--- config.mk ---
export PLATFORM = sky130hd
export DESIGN_NAME = div_issue_ctrl
export DESIGN_NICKNAME = d
export VERILOG_FILES = /design/src/rtl/div_pkg.sv /design/src/rtl/div_req_fifo.sv /design/src/rtl/div_issue_ctrl.sv
export SDC_FILE = /design/constraint.sdc
export NUM_CORES = 1
export LEC_CHECK = 0
export ABC_CLOCK_PERIOD_IN_PS = 3950
export CORE_MARGIN = 2
export CORE_UTILIZATION = 50
export DETAILED_ROUTE_END_ITERATION = 16
export PLACE_DENSITY = 0.75
export RECOVER_POWER = 100
export SETUP_SLACK_MARGIN = 0.3
export SYNTH_ARGS = -nofsm -noshare
export SYNTH_HDL_FRONTEND = slang
export SYNTH_SLANG_ARGS = --single-unit
--- constraint.sdc ---
create_clock -name clk -period 3.95 [get_ports clk]
set_input_delay 0.395 -clock clk [delete_from_list [all_inputs] [get_ports clk]]
set_output_delay 0.395 -clock clk [all_outputs]
set_load 0.01 [all_outputs]
--- src/rtl/div_pkg.sv ---
// Shared types and constants for the divider issue controller.
// Holds the FSM encoding, quotient saturation values and the width helper.
package div_pkg;

   typedef enum logic [2:0] {
      IDLE   = 3'd0,
      LAUNCH = 3'd1,
      WAIT   = 3'd2,
      BYPASS = 3'd3,
      RESULT = 3'd4,
      GAP    = 3'd5
   } state_e;

   localparam int unsigned QW = 32;
   localparam logic [QW-1:0] QMAX = {1'b0, {(QW-1){1'b1}}};
   localparam logic [QW-1:0] QMIN = {1'b1, {(QW-1){1'b0}}};

   // Bits needed to index n entries (ceil(log2(n))).
   function automatic int unsigned clogb2(input int unsigned n);
      int unsigned r;
      r = 0;
      for (int unsigned i = 0; i < 32; i++)
         if ((64'd1 << i) < 64'(n)) r = i + 1;
      return r;
   endfunction

endpackage

--- src/rtl/div_req_fifo.sv ---
// Request buffer in front of the divider: synchronous, first-word-fall-through.
// A write while full is accepted only when a read frees a slot in the same cycle.
module div_req_fifo
   import div_pkg::*;
#(
   parameter int unsigned WIDTH = 68,
   parameter int unsigned DEPTH = 4
) (
   input  logic             clk,
   input  logic             rstn,
   input  logic             wr_en_i,
   input  logic [WIDTH-1:0] wr_data_i,
   input  logic             rd_en_i,
   output logic [WIDTH-1:0] rd_data_o,
   output logic             full_o,
   output logic             empty_o
);

   localparam int unsigned AW = clogb2(DEPTH);
   localparam logic [AW:0] FULL_CNT = (AW+1)'(DEPTH);

   logic [WIDTH-1:0] mem_q [DEPTH];
   logic [AW-1:0]    wptr_q, rptr_q;
   logic [AW:0]      cnt_q;
   logic             do_wr, do_rd;

   assign full_o    = (cnt_q == FULL_CNT);
   assign empty_o   = (cnt_q == '0);
   assign do_rd     = rd_en_i & ~empty_o;
   assign do_wr     = wr_en_i & (~full_o | do_rd);
   assign rd_data_o = mem_q[rptr_q];

   always_ff @(posedge clk) begin
      if (!rstn) begin
         wptr_q <= '0;
         rptr_q <= '0;
         cnt_q  <= '0;
      end else begin
         if (do_wr) wptr_q <= wptr_q + 1'b1;
         if (do_rd) rptr_q <= rptr_q + 1'b1;
         case ({do_wr, do_rd})
            2'b10:   cnt_q <= cnt_q + 1'b1;
            2'b01:   cnt_q <= cnt_q - 1'b1;
            default: cnt_q <= cnt_q;
         endcase
      end
   end

   always_ff @(posedge clk) begin
      if (do_wr) mem_q[wptr_q] <= wr_data_i;
   end

endmodule

--- src/rtl/div_issue_ctrl.sv ---
// Issue stage for the 48-cycle signed fixed-point divider: buffers requests,
// launches one division at a time, resolves divide-by-zero locally, returns tagged results.
module div_issue_ctrl
   import div_pkg::*;
#(
   parameter int unsigned DIVISION_WIDTH   = 32,
   parameter int unsigned QUOTIENT_WIDTH   = QW,
   parameter int unsigned FRACTIONAL_WIDTH = 16,
   parameter int unsigned TAG_WIDTH        = 4,
   parameter int unsigned FIFO_DEPTH       = 4,
   parameter int unsigned TIMEOUT          = 64
) (
   input  logic                        clk,
   input  logic                        rstn,
   input  logic                        s_valid,
   output logic                        s_ready,
   input  logic [DIVISION_WIDTH-1:0]   s_dividend,
   input  logic [DIVISION_WIDTH-1:0]   s_divisor,
   input  logic [TAG_WIDTH-1:0]        s_tag,
   output logic                        div_start,
   output logic [DIVISION_WIDTH-1:0]   div_dividend,
   output logic [DIVISION_WIDTH-1:0]   div_divisor,
   input  logic [QUOTIENT_WIDTH-1:0]   div_quotient,
   input  logic [FRACTIONAL_WIDTH-1:0] div_fractional,
   input  logic                        div_finish,
   output logic                        m_valid,
   input  logic                        m_ready,
   output logic [QUOTIENT_WIDTH-1:0]   m_quotient,
   output logic [FRACTIONAL_WIDTH-1:0] m_fractional,
   output logic [TAG_WIDTH-1:0]        m_tag,
   output logic                        m_dbz,
   output logic                        m_timeout,
   output logic                        m_range
);

   localparam int unsigned DW = DIVISION_WIDTH;
   localparam int unsigned EW = 2*DW + TAG_WIDTH;
   localparam int unsigned CW = clogb2(TIMEOUT);
   localparam logic [CW-1:0] TO_LAST  = CW'(TIMEOUT - 1);
   localparam logic [DW-1:0] MOST_NEG = {1'b1, {(DW-1){1'b0}}};

   state_e state_q, state_d;

   logic                 fifo_full, fifo_empty, push, pop;
   logic [EW-1:0]        head;
   logic [DW-1:0]        h_dvd, h_dvs;
   logic [TAG_WIDTH-1:0] h_tag;

   logic [DW-1:0]               dvd_q, dvs_q;
   logic [TAG_WIDTH-1:0]        tag_q;
   logic                        rng_q, dbz_q, to_q;
   logic [QUOTIENT_WIDTH-1:0]   quo_q;
   logic [FRACTIONAL_WIDTH-1:0] frac_q;
   logic [CW-1:0]               tcnt_q;

   logic cap_fin, cap_to, cap_dbz, tcnt_clr, tcnt_inc;

   // Gating with the live reset keeps s_ready low while reset is held.
   assign s_ready = rstn & ~fifo_full;
   assign push    = s_valid & s_ready;

   div_req_fifo #(
      .WIDTH (EW),
      .DEPTH (FIFO_DEPTH)
   ) u_fifo (
      .clk       (clk),
      .rstn      (rstn),
      .wr_en_i   (push),
      .wr_data_i ({s_dividend, s_divisor, s_tag}),
      .rd_en_i   (pop),
      .rd_data_o (head),
      .full_o    (fifo_full),
      .empty_o   (fifo_empty)
   );

   assign {h_dvd, h_dvs, h_tag} = head;

   always_ff @(posedge clk) begin
      if (!rstn) state_q <= IDLE;
      else       state_q <= state_d;
   end

   always_comb begin
      state_d   = state_q;
      pop       = 1'b0;
      cap_fin   = 1'b0;
      cap_to    = 1'b0;
      cap_dbz   = 1'b0;
      tcnt_clr  = 1'b0;
      tcnt_inc  = 1'b0;
      div_start = 1'b0;
      m_valid   = 1'b0;
      case (state_q)
         IDLE: begin
            if (!fifo_empty) begin
               pop     = 1'b1;
               state_d = (h_dvs == '0) ? BYPASS : LAUNCH;
            end
         end
         LAUNCH: begin
            div_start = 1'b1;
            tcnt_clr  = 1'b1;
            state_d   = WAIT;
         end
         WAIT: begin
            tcnt_inc = 1'b1;
            if (div_finish) begin
               cap_fin = 1'b1;
               state_d = RESULT;
            end else if (tcnt_q == TO_LAST) begin
               cap_to  = 1'b1;
               state_d = RESULT;
            end
         end
         BYPASS: begin
            cap_dbz = 1'b1;
            state_d = RESULT;
         end
         RESULT: begin
            m_valid = 1'b1;
            if (m_ready) state_d = GAP;
         end
         // Lets the divider settle back to idle before the next start.
         GAP:     state_d = IDLE;
         default: state_d = IDLE;
      endcase
   end

   // Operands only change on pop, so they stay put from launch through finish.
   always_ff @(posedge clk) begin
      if (!rstn) begin
         dvd_q  <= '0;
         dvs_q  <= '0;
         tag_q  <= '0;
         rng_q  <= 1'b0;
         quo_q  <= '0;
         frac_q <= '0;
         dbz_q  <= 1'b0;
         to_q   <= 1'b0;
         tcnt_q <= '0;
      end else begin
         if (pop) begin
            dvd_q <= h_dvd;
            dvs_q <= h_dvs;
            tag_q <= h_tag;
            rng_q <= (h_dvd == MOST_NEG) | (h_dvs == MOST_NEG);
         end
         if (cap_fin) begin
            quo_q  <= div_quotient;
            frac_q <= div_fractional;
            dbz_q  <= 1'b0;
            to_q   <= 1'b0;
         end
         if (cap_to) begin
            quo_q  <= '0;
            frac_q <= '0;
            dbz_q  <= 1'b0;
            to_q   <= 1'b1;
         end
         if (cap_dbz) begin
            quo_q  <= dvd_q[DW-1] ? QUOTIENT_WIDTH'(QMIN) : QUOTIENT_WIDTH'(QMAX);
            frac_q <= '0;
            dbz_q  <= 1'b1;
            to_q   <= 1'b0;
         end
         if (tcnt_clr)      tcnt_q <= '0;
         else if (tcnt_inc) tcnt_q <= tcnt_q + 1'b1;
      end
   end

   assign div_dividend = dvd_q;
   assign div_divisor  = dvs_q;
   assign m_quotient   = quo_q;
   assign m_fractional = frac_q;
   assign m_tag        = tag_q;
   assign m_dbz        = dbz_q;
   assign m_timeout    = to_q;
   assign m_range      = rng_q;

endmodule

Word-level counts from Yosys, hierarchy flattened:

Memory sizes are Yosys's and may differ from the RTL's. A register that Yosys moved wholly into a read port is not among the register bits.
Index checks and enable logic that the tools add are counted.

* register bits after elaboration: 135
* ROM bits: 0
* RAM bits: 272
* latch bits: 0
* output and inout port bits: 122
* logic and storage cells: 81
* memories kept: 1

* eq/ne operators: 13
* $lt $le $gt $ge: 0
* divide/modulo/power cells: 0
* add/subtract/negate cells: 5
* shift operators: 0
* reduce and logical (&&, ||, !) cells: 10
* multiplexer cells: 30
* $mul: 0
* bitwise gates (word level): 9

Memories
* u_fifo.mem_q: words 4, width 68, rd ports 1, clocked after memory_dff 1, write ports 1, RTL line div_req_fifo.sv:22 `logic [WIDTH-1:0] mem_q [DEPTH];`

Operators by type and width (number)
* 32-bit 2-to-1 mux: 4
* 32-bit equality test, second input constant: 2
* 32-bit logical NOT: 1
* 1-bit 2-to-1 mux: 17
* 3-bit case mux with 5 select lines: 1
* 3-bit 2-to-1 mux: 4
* 6-bit by 1-bit adder with 6-bit output, second input constant: 1
* 3-bit by 2-bit equality test with 1-bit output, second input constant: 2
* 3-bit equality test, second input constant: 2
* 6-bit equality test, second input constant: 1
* 3-bit logical NOT: 2
* 2-bit 2-to-1 mux: 3
* 3-bit case mux with 2 select lines: 1
* 2-bit by 1-bit adder with 2-bit output, second input constant: 2
* 1-bit AND: 4
* 2-bit != test, second input constant: 2
* 2-bit nonzero test: 2
* 2-bit OR reduction: 2
* 3-bit by 1-bit adder with 3-bit output, second input constant: 1
* 3-bit by 1-bit equality test with 1-bit output, second input constant: 1
* 3-bit != test, second input constant: 1
* 1-bit NOT: 3
* 3-bit AND reduction: 1
* 3-bit nonzero test: 1
* 5 further kinds: 6

Longest topological paths before layout:

* depth after elaboration: 8
* depth in mapped cells: 11
* mapped depth without buffers: 10

Modules after synthesis:

Synthesis repeated with hierarchy kept, for this count alone.

* cell total of the unflattened synthesis: 1011
* area total of the unflattened synthesis: 15393.5 µm²

Modules (own cells, without submodules)
* div_req_fifo: seq. area each 8348.0 µm², cells each 410, area each 10316.1 µm², times used 1
* div_issue_ctrl: seq. area each 2562.5 µm², cells each 601, area each 5077.4 µm², times used 1

Worst setup path after synthesis:

Ideal clock, no wire load.

* path kind: input to register
* from: in rstn
* to: mem u_fifo.mem_q[1][0] (enable)
* arrival: 2626 ps
* buffers on the path: 0
* setup time: 434 ps
* slack: 890 ps
* required time: 3516 ps
* stages on the path: 3
* path through: clkinv_1 > a31oi_1 > and3_1

* longest elaborated chain between the ends: 5

Ends and longest elaborated chain
* from (decl): RTL line div_issue_ctrl.sv:14 `input logic rstn,`
* 1-bit AND: RTL line div_issue_ctrl.sv:59 `assign s_ready = rstn & ~fifo_full;`
* named net s_ready: RTL line div_issue_ctrl.sv:16 `output logic s_ready,`
* 1-bit AND: RTL line div_issue_ctrl.sv:60 `assign push = s_valid & s_ready;`
* 1-bit AND: RTL line div_req_fifo.sv:30 `assign do_wr = wr_en_i & (~full_o | do_rd);`
* 1-bit 2-to-1 mux: RTL line div_req_fifo.sv:50 `if (do_wr) mem_q[wptr_q] <= wr_data_i;`
* 1-bit 2-to-1 mux (implied by the code): RTL line div_req_fifo.sv:50
* to (decl): RTL line div_req_fifo.sv:22

The timed path passes the listed nets, and every way through them passes these cells.

Worst setup path in the final report:

* from: reg u_fifo.cnt_q[0]
* to: mem u_fifo.mem_q[3][20] (enable)

* longest elaborated chain between the ends: 8
* elaborated cells between the ends (all ways): 13

Ends and longest elaborated chain
* from (decl): RTL line div_req_fifo.sv:24 `logic [AW:0] cnt_q;`
* from (signal assigned): RTL line div_req_fifo.sv:42 `2'b10: cnt_q <= cnt_q + 1'b1;`
* from (signal assigned): RTL line div_req_fifo.sv:43 `2'b01: cnt_q <= cnt_q - 1'b1;`
* from (signal assigned): RTL line div_req_fifo.sv:44 `default: cnt_q <= cnt_q;`
* 3-bit logical NOT: RTL line div_req_fifo.sv:28 `assign empty_o = (cnt_q == '0);`
* 1-bit 2-to-1 mux: RTL line div_issue_ctrl.sv:95 `if (!fifo_empty) begin`
* 1-bit 2-to-1 mux: RTL line div_issue_ctrl.sv:93 `case (state_q)`
* 1-bit AND: RTL line div_req_fifo.sv:29 `assign do_rd = rd_en_i & ~empty_o;`
* 1-bit bitwise OR: RTL line div_req_fifo.sv:30
* 1-bit AND (*): RTL line div_req_fifo.sv:30
* 1-bit 2-to-1 mux (*): RTL line div_req_fifo.sv:50
* 1-bit 2-to-1 mux (implied by the code) (*): RTL line div_req_fifo.sv:50

Every way passes the cells marked *; elsewhere a longest branch is shown, timed or not.

==> results.toml <==
[cells_and_area]
drive_gt1_frac = 0.1044
layout.nets = 1368
post-route-cell-area_um2 = 19080
layout.cells.most_common = "edfxtp_1"
n_antenna_cell = 0
final_cell_mix = "edfxtp_1 (272), dlygate4sd3_1 (190), nand2_1 (180)"
area_delta_synth_final_pct = 27.08

[floorplan]
ioPinCount = 243
initial_utilization = 0.5067
core_region_area_um2 = 29640
row_count = 63
die_area_um2 = 31440
die_h_um = 177.3
die_w_um = 177.3

[route]
via_count = 9093
finalWirelength_um = 32470
wl_per_cell_um = 19.51
drt.antenna.violating_nets = 0
drc = 0
drt_iter0_drc = 769
firstDrtPassIters = 5
vias_per_cell = 5.465

[synth]
ys_seq_area_frac = 0.7265
synth_cell_types = 50
synth_top_area_frac = 0.5439
ys_ff_latch = 409
netlist_instances = 995
synth_ff_type = "edfxtp_1"
ys_warn_count = 0
synth_edf_count = 272
synth.area.top_cells = "edfxtp_1 (54%), dfxtp_1 (18%), mux4_2 (8.2%)"
synth_async_sr_flop_share = 0
synth_area_um2 = 15020
synth_top_cell_by_area = "edfxtp_1"
synth.avg_cell_area_um2 = 15.09
syn-num-nets = 1123

[timing]
slew_headroom = -0.2645
timing.hold.ws_ns = 0.4137
hold_viol_final = 0
setup_viol = 0
clock_skew_ns = 0.01862
slew_viol_final = 140
setup_tns_ns = 0
fmax_mhz = 320.3
fin_crit_sh = 0.7905
tightest_slew_ns = 1.897
rsz0062_at_grt = "no"
period_needed_ns = 3.122

[power_and_ir_drop]
peakVddDrop_mv = 0.8220
leakagePower_nw = 6.693
power_density_nw_per_um2 = 642.4

[global_routing]
gr-total-overflow = 0
grt_usage = 0.2069
grt_antenna_before_repair = 1
use_met3 = 0.04713
grt_pass1_vias = 9055
busiest_layer = "met2"
grt_pass1_wl_um = 49960
grt_util_met1 = 0.2872
grt_max_degree = 87
gr-usage-met2 = 0.3364

[status]
violations = "capacitance limit, slew limit"
outcome = "finished with violations"

[placed_design]
port_buffers = 242
gp_congestion = 0.7756
place_area_um2 = 17840
hpwl_um = 20830

[critical_path]
r2r_cells = 4
critPathKind = "flop to flop"
cp.required_ns = 4.16
startpoint_type = "flop"
cp.arrival_ns = 3.34
end_kind = "flop"
crit_path_max_fanout = 35

[hold_path]
min_path_cells = 3
hp-class = "primary input to flop"

[clocking]
ctsHtreeMaxLevel = 2
clock_path_buffers = 3
cts_resized = 0
cts_hold_buf = 0
cts_setup_buffers = 0
cts_tree = "done"
numCtsBuffers = 42
worstSkewPairLatency_ns = 0.54
root_buffer = "clkbuf_16"
numClockSinks = 409
clkSlewWorstSetupHoldPaths_ns = 0.06

[run]
maxCapViolCount = 3
[state kept, by name (all words and copies together), names as in the netlist, named ones only]
name	flops
state_q	3
u_fifo.mem_q	272
tcnt_q	6
m_timeout	1
m_fractional	16
div_divisor	32
u_fifo.cnt_q	3
m_tag	4
m_quotient	32
m_range	1
div_dividend	32
u_fifo.wptr_q	2
m_dbz	1
u_fifo.rptr_q	2
[power by group]
group	internal, mW	total (mW)	switching (mW)
Sequential	5.12	5.43	0.316
Clock	2.10	3.65	1.54
Combinational	1.37	3.18	1.80
[per-stage QoR]
stage	power, mW	setup slack, ns	util	std cells
finish	12.26	0.8276	0.6439	1664
detailed placement	8.865	1.068	0.6018	1586
global route	12.88	0.5832	0.6439	1664
CTS	12.53	1.057	0.6452	1664
floorplan	7.428	0.8901	-	995
global placement	8.812	1.094	0.6018	1586
[area by class of cell]
class                           count  area [um2]
Clock buffer                       66        1204
Clock inverter                     12       83.83
Fill cell                        2123       10550
Inverter                            9       35.03
Multi-Input combinational cell    520        3800
Sequential cell                   409       10920
Tap cell                          390       488.0
Timing Repair Buffer              258        2556
[path summary, 6_finish.rpt]
check	end	slack, ns	start
setup / recovery	u_fifo.mem_q[3][20]	0.83	u_fifo.cnt_q[0]
hold / removal	m_fractional[2]	0.41	div_fractional[2]
setup reg to reg	u_fifo.mem_q[3][20]	0.83	u_fifo.cnt_q[0]
hold reg to reg	div_dividend[20]	0.45	div_dividend[20]
[synthesized netlist by cell type, types with 2 or more instances]
| master | instances |
|---|---|
| buf_6 | 3 |
| edfxtp_1 | 272 |
| nor4_1 | 14 |
| and3_1 | 5 |
| xnor2_1 | 4 |
| dfxtp_1 | 137 |
| and2_1 | 4 |
| clkbuf_1 | 38 |
| buf_1 | 11 |
| a221oi_1 | 6 |
| a21oi_1 | 114 |
| nand2_1 | 180 |
| nand4_1 | 4 |
| nor3_1 | 2 |
| and4_1 | 3 |
| nor2_1 | 50 |
| o21ai_0 | 29 |
| buf_12 | 2 |
| mux4_1 | 13 |
| xor2_1 | 6 |
| a31oi_1 | 2 |
| inv_1 | 7 |
| ha_1 | 6 |
| buf_4 | 3 |
| mux4_2 | 55 |
[logic make-up (layout without fill, tap and decap cells)]
group	Yosys count	count (layout)	synth area share
AOI/OAI and AO/OA	160	160	0.05732
muxes	70	70	0.1066
adders and majority gates	7	7	0.006332
DFF	409	409	0.7265
buffers and inverters	66	345	0.02091
xor gates and xnor gates	10	10	0.005832
and+or+nand+nor	273	273	0.07648
[metal layers]
| metal | part of all wire | up-vias |
|---|---|---|
| met1 | 0.43 | 4474 |
| met5 | 0.00034 | - |
| met4 | 0.017 | 2 |
| met3 | 0.077 | 42 |
| met2 | 0.48 | 356 |
| li1 | - | 4219 |
[critical path: stages, from the launching register on]
cell and delay, ns:
dfxtp_1 0.37, inv_1 0.09, a31oi_1 0.44, and3_1 1.52, buf_12 0.34
No activity file was read; power rests on OpenSTA's default activity.
